### config.mk
export PLATFORM = sky130hd
export DESIGN_NAME = mem_port_arbiter
export DESIGN_NICKNAME = d
export VERILOG_FILES = /design/src/rtl/mem_port_arbiter.sv
export SDC_FILE = /design/constraint.sdc
export NUM_CORES = 1
export LEC_CHECK = 0
export BUFFER_PORTS_ARGS = -buffer_cell sky130_fd_sc_hd__buf_2
export CORE_ASPECT_RATIO = 0.6
export CORE_MARGIN = 1.5
export CORE_UTILIZATION = 45
export CTS_CLUSTER_DIAMETER = 120
export DETAILED_ROUTE_END_ITERATION = 12
export HOLD_SLACK_MARGIN = 0.15
export PLACE_DENSITY = 0.8
export SLEW_MARGIN = 20
export SYNTH_ARGS = -nofsm -noshare
export SYNTH_HDL_FRONTEND = slang
export SYNTH_SLANG_ARGS = --single-unit
### constraint.sdc
create_clock -name clock -period 2.1 [get_ports clock]
set_input_delay 0.315 -clock clock [delete_from_list [all_inputs] [get_ports clock]]
set_output_delay 0.315 -clock clock [all_outputs]
set_load 0.01 [all_outputs]
### src/rtl/mem_port_arbiter.sv
// Purpose: serialises three requesters (load/store, fetch, VGA) onto one single-port RAM.
// Latency: write acks 2 cycles after the request is seen in IDLE, read acks 2+RD_LAT cycles after.
// Backpressure: requesters hold req until ack; others wait in IDLE. Optional macro MEM_PORT_ARBITER_RR_EN selects round-robin.
module mem_port_arbiter #(
    parameter int ADDR_W = 16,
    parameter int DATA_W = 16,
    parameter int RD_LAT = 1   // legal range 1..4; the wait counter is 3 bits wide
) (
    input  logic                  clock,
    input  logic                  reset,
    input  logic [2:0]            req,
    input  logic [2:0]            we,
    input  logic [3*ADDR_W-1:0]   addr,
    input  logic [3*DATA_W-1:0]   wdata,
    output logic [2:0]            ack,
    output logic [2:0]            gnt,
    output logic [DATA_W-1:0]     rdata,
    output logic                  busy,
    output logic                  mem_en,
    output logic                  mem_we,
    output logic [ADDR_W-1:0]     mem_addr,
    output logic [DATA_W-1:0]     mem_wdata,
    input  logic [DATA_W-1:0]     mem_rdata
);

    typedef enum logic [1:0] {
        IDLE  = 2'd0,
        ISSUE = 2'd1,
        WAIT  = 2'd2,
        DONE  = 2'd3
    } state_t;

    state_t              state_q, state_d;
    logic [2:0]          cnt_q, cnt_d;
    logic [2:0]          gnt_q, gnt_d;
    logic [2:0]          ack_q, ack_d;
    logic [DATA_W-1:0]   rdata_q, rdata_d;
    logic                busy_q, busy_d;
    logic                mem_en_q, mem_en_d;
    logic                mem_we_q, mem_we_d;
    logic [ADDR_W-1:0]   mem_addr_q, mem_addr_d;
    logic [DATA_W-1:0]   mem_wdata_q, mem_wdata_d;

    // Arbitration result for the current IDLE cycle
    logic                win_vld;
    logic [1:0]          win_idx;

`ifdef MEM_PORT_ARBITER_RR_EN
    logic [1:0]          ptr_q, ptr_d;
    logic [2:0]          rr_sum;
    logic [1:0]          rr_cand;

    // Round-robin pick: walk lowest priority first so the highest-priority hit is written last
    always_comb begin
        win_vld = |req;
        win_idx = 2'd0;
        rr_sum  = 3'd0;
        rr_cand = 2'd0;
        for (int k = 2; k >= 0; k--) begin
            rr_sum = {1'b0, ptr_q} + 3'(k);
            if (rr_sum >= 3'd3) begin
                rr_sum = rr_sum - 3'd3;
            end
            rr_cand = rr_sum[1:0];
            if (req[rr_cand]) begin
                win_idx = rr_cand;
            end
        end
    end

    // Pointer moves past the winner only when a grant is actually issued
    always_comb begin
        ptr_d = ptr_q;
        if (state_q == IDLE && win_vld) begin
            ptr_d = (win_idx == 2'd2) ? 2'd0 : win_idx + 2'd1;
        end
    end

    // Round-robin pointer register
    always_ff @(posedge clock or posedge reset) begin
        if (reset) begin
            ptr_q <= 2'd0;
        end else begin
            ptr_q <= ptr_d;
        end
    end
`else
    // Fixed priority pick: requester 0 beats 1 beats 2
    always_comb begin
        win_vld = |req;
        win_idx = 2'd0;
        if (req[0]) begin
            win_idx = 2'd0;
        end else if (req[1]) begin
            win_idx = 2'd1;
        end else if (req[2]) begin
            win_idx = 2'd2;
        end
    end
`endif

    // Next-state and registered-output logic for the access sequencer
    always_comb begin
        state_d     = state_q;
        cnt_d       = cnt_q;
        gnt_d       = gnt_q;
        ack_d       = 3'b000;
        rdata_d     = rdata_q;
        mem_en_d    = 1'b0;
        mem_we_d    = 1'b0;
        mem_addr_d  = mem_addr_q;
        mem_wdata_d = mem_wdata_q;

        unique case (state_q)
            IDLE: begin
                if (win_vld) begin
                    state_d     = ISSUE;
                    gnt_d       = 3'b001 << win_idx;
                    mem_en_d    = 1'b1;
                    mem_we_d    = we[win_idx];
                    mem_addr_d  = addr[win_idx*ADDR_W +: ADDR_W];
                    mem_wdata_d = wdata[win_idx*DATA_W +: DATA_W];
                end
            end
            ISSUE: begin
                // mem_we_q still carries the latched direction during ISSUE
                if (mem_we_q) begin
                    state_d = DONE;
                    ack_d   = gnt_q;
                end else begin
                    state_d = WAIT;
                    cnt_d   = 3'(RD_LAT);
                end
            end
            WAIT: begin
                cnt_d = cnt_q - 3'd1;
                if (cnt_q == 3'd1) begin
                    rdata_d = mem_rdata;
                    state_d = DONE;
                    ack_d   = gnt_q;
                end
            end
            DONE: begin
                state_d = IDLE;
                gnt_d   = 3'b000;
            end
            default: begin
                state_d = IDLE;
                gnt_d   = 3'b000;
            end
        endcase

        busy_d = (state_d != IDLE);
    end

    // State and output registers; reset aborts any transaction without an ack
    always_ff @(posedge clock or posedge reset) begin
        if (reset) begin
            state_q     <= IDLE;
            cnt_q       <= 3'd0;
            gnt_q       <= 3'b000;
            ack_q       <= 3'b000;
            rdata_q     <= '0;
            busy_q      <= 1'b0;
            mem_en_q    <= 1'b0;
            mem_we_q    <= 1'b0;
            mem_addr_q  <= '0;
            mem_wdata_q <= '0;
        end else begin
            state_q     <= state_d;
            cnt_q       <= cnt_d;
            gnt_q       <= gnt_d;
            ack_q       <= ack_d;
            rdata_q     <= rdata_d;
            busy_q      <= busy_d;
            mem_en_q    <= mem_en_d;
            mem_we_q    <= mem_we_d;
            mem_addr_q  <= mem_addr_d;
            mem_wdata_q <= mem_wdata_d;
        end
    end

    assign ack       = ack_q;
    assign gnt       = gnt_q;
    assign rdata     = rdata_q;
    assign busy      = busy_q;
    assign mem_en    = mem_en_q;
    assign mem_we    = mem_we_q;
    assign mem_addr  = mem_addr_q;
    assign mem_wdata = mem_wdata_q;

endmodule

==> impl_metrics.toml <==
[grt]
grt_pass1_vias = 3213
antenna_found_initial = 0
grt_max_degree = 39
overflow = 0
grt_usage = 0.2448
grt_first_pass_wirelength_um = 15440

[synthesis]
synth_compound_area_frac = 0.1932
synth_warnings = 0
synth_xor_area_frac = 0
netlist_area_um2 = 3296
yosysSeqAreaShare = 0.4708
synth-async-reset-ratio = 1.000
synth.mux.area_fraction = 0.05467
yosys.area_share.adder = 0.02278
syn_area_per_cell_um2 = 9.553
synthSimpleGateAreaFrac = 0.2103
ys_types = 33
syn-num-nets = 471
synth-seq-cells = 62
synth_top_family_by_area = "simple AND/OR/NAND/NOR gates"
ys.flop_type = "dfrtp_1"
synth_cells = 345
synth_edf_count = 0

[place]
gp_congestion = 0.8010
io_buffers = 176
place_area_um2 = 4255
post-dp-hpwl_um = 7261

[floorplan]
fp.dieW_um = 113.5
core_area_um2 = 6878
die_h_um = 69.29
row_count = 23
io_pins = 177
initial_core_util = 0.4792
dieArea_um2 = 7863

[worst_setup_path]
required_ps = 2330
r2r-start = "state_q[0]"
start_kind = "register"
startpoint = "state_q[0]"
cp_max_fo = 33
worst_setup_path_end_kind = "register"
endpoint = "mem_addr[14]"
worstSetupPathType = "reg -> reg"
r2r-end = "mem_addr[14]"
r2r_slack_ps = 230
arrival_ps = 2100
reg2reg_depth = 7

[drt]
wl_um = 9459
viasPerCell = 5.202
num_vias = 3173
wl_per_cell_um = 15.51
drt_iter0_drc = 207
drc = 0
drtPass1Iterations = 5
final_antenna_net_count = 0

[clock_network]
clock_path_buffers = 2
clk_latency_ps = 320
cts_resized = 0
root_buffer = "clkbuf_16"
path_clk_slew_ps = 50
cts_tree = "done"
cts_buffers = 9
clock-sinks = 62
htreeDepth = 3

[finish]
drive_above_1_share = 0.4665
syn2layout_area_growth_pct = 38.57
final_cell_mix = "buf_2, dfrtp_1, o21ai_0, nand2_1, nand2b_1"
num-nets-final = 644
final_common_cell = "buf_2"
fin_area_um2 = 4567
antennaDiodeCount = 0

[sta]
hold_violations = 0
relSlewSlack = 0.6079
fmax_ghz = 0.5338
finalSetupViolations = 0
tightest_slew_ps = 588.2
fin_tns_setup_ps = 0
holdWs_ps = 223.1
finalCritPeriodShare = 0.8920
grt_setup_unrepaired = "no"
fin_crit_ps = 1873
fin_skew_ps = 8.459
slew_viol_final = 0

[pwr]
p_per_area_nw_per_um2 = 1307
max-vdd-ir-drop_v = 0.0007001
p_leak_nw = 2.266

[run_status]
status = "complete, no violations"

[job]
drv_cap = 0

[hold_path]
hp-class = "in -> reg"
[Yosys cell counts, types with 2 or more instances]
cell type | count | share of area
or3b_2 | 21 | 0.056
buf_6 | 2 | 0.0068
a21oi_1 | 33 | 0.050
or3b_1 | 11 | 0.029
inv_1 | 9 | 0.010
o21ai_0 | 50 | 0.076
buf_1 | 2 | 0.0023
mux2_2 | 16 | 0.055
nand2_1 | 35 | 0.040
o21ai_1 | 20 | 0.030
ha_1 | 6 | 0.023
a32o_1 | 2 | 0.0061
dfrtp_1 | 62 | 0.47
nand2b_1 | 34 | 0.065
buf_2 | 4 | 0.0061
a22o_1 | 2 | 0.0053
and2_1 | 2 | 0.0038
clkbuf_1 | 16 | 0.018
buf_4 | 2 | 0.0046
and3_1 | 3 | 0.0057
[how the worst min path moves through the flow]
stage                        from         to  cells after the start
floorplan                cnt_q[1]   cnt_q[1]                      1
global placement            reset  rdata[13]                      2
detailed placement          reset  rdata[13]                      2
CTS                 mem_rdata[11]  rdata[11]                      2
global route         mem_rdata[2]   rdata[2]                      2
finish               mem_rdata[2]   rdata[2]                      2
[critical path, stage by stage, from the launching register on]
cell and delay [ps]:
dfrtp_1 420, inv_1 120, ha_1 320, o31ai_4 220, inv_1 90, buf_4 280, o21ai_0 130, o21ai_0 190
[flip-flops by register name, summed over array words and instances, names as in the netlist]
signal,cells
ack,3
busy,1
cnt_q,3
gnt,3
mem_addr,16
mem_en,1
mem_wdata,16
mem_we,1
rdata,16
state_q,2
[cells by family (layout without fill, tap and decap cells)]
group                      count (synthesis)  after routing
and+or+nand+nor                          111            111
DFF                                       62             62
muxes                                     16             16
adders and majority gates                  6              6
AOI/OAI and AO/OA                        115            115
buffers and inverters                     35            213
[what timing repair did]
action                                  CTS  global route
endpoints found under the setup margin    0             0
endpoints found under the hold margin    23             0
hold buffers                              1             0
buffers inserted                          0             0
[cell type report]
class	count	area [um^2]
timing repair buffer	188	985.9
tap	87	108.9
clock inverter	5	58.81
fill	566	2311
clock buffer	11	242.7
sequential	62	1551
inverter	9	33.78
multi-input combinational	248	1585
[where the power goes]
group          total, mW  internal, mW  switching (mW)
clock               1.47         0.950           0.516
combinational       2.41          1.09            1.32
sequential          2.10          1.78           0.322
total               5.97          3.82            2.16
[metal layers]
| metal | track usage | routed length (um) | share of wire |
|---|---|---|---|
| met1 | 0.3148 | 4113 | 0.43 |
| met2 | 0.4036 | 4460 | 0.47 |
| met3 | 0.07255 | 766 | 0.081 |
| met4 | 0.06667 | 118 | 0.012 |
| met5 | 0 | 0 | 0 |
[per-stage QoR]
stage | cells | setup slack [ps] | utilization | total power, mW
2_1_floorplan | 345 | 243.6 | - | 3.522
3_3_place_gp | 593 | 348.1 | 0.6187 | 4.404
3_5_place_dp | 593 | 229.1 | 0.6187 | 4.523
4_1_cts | 610 | 235.0 | 0.6640 | 6.018
5_1_grt | 610 | 30.00 | 0.6640 | 6.386
6_report | 610 | 226.7 | 0.6640 | 5.971
Note: power is estimated with default switching activity, not from simulation.
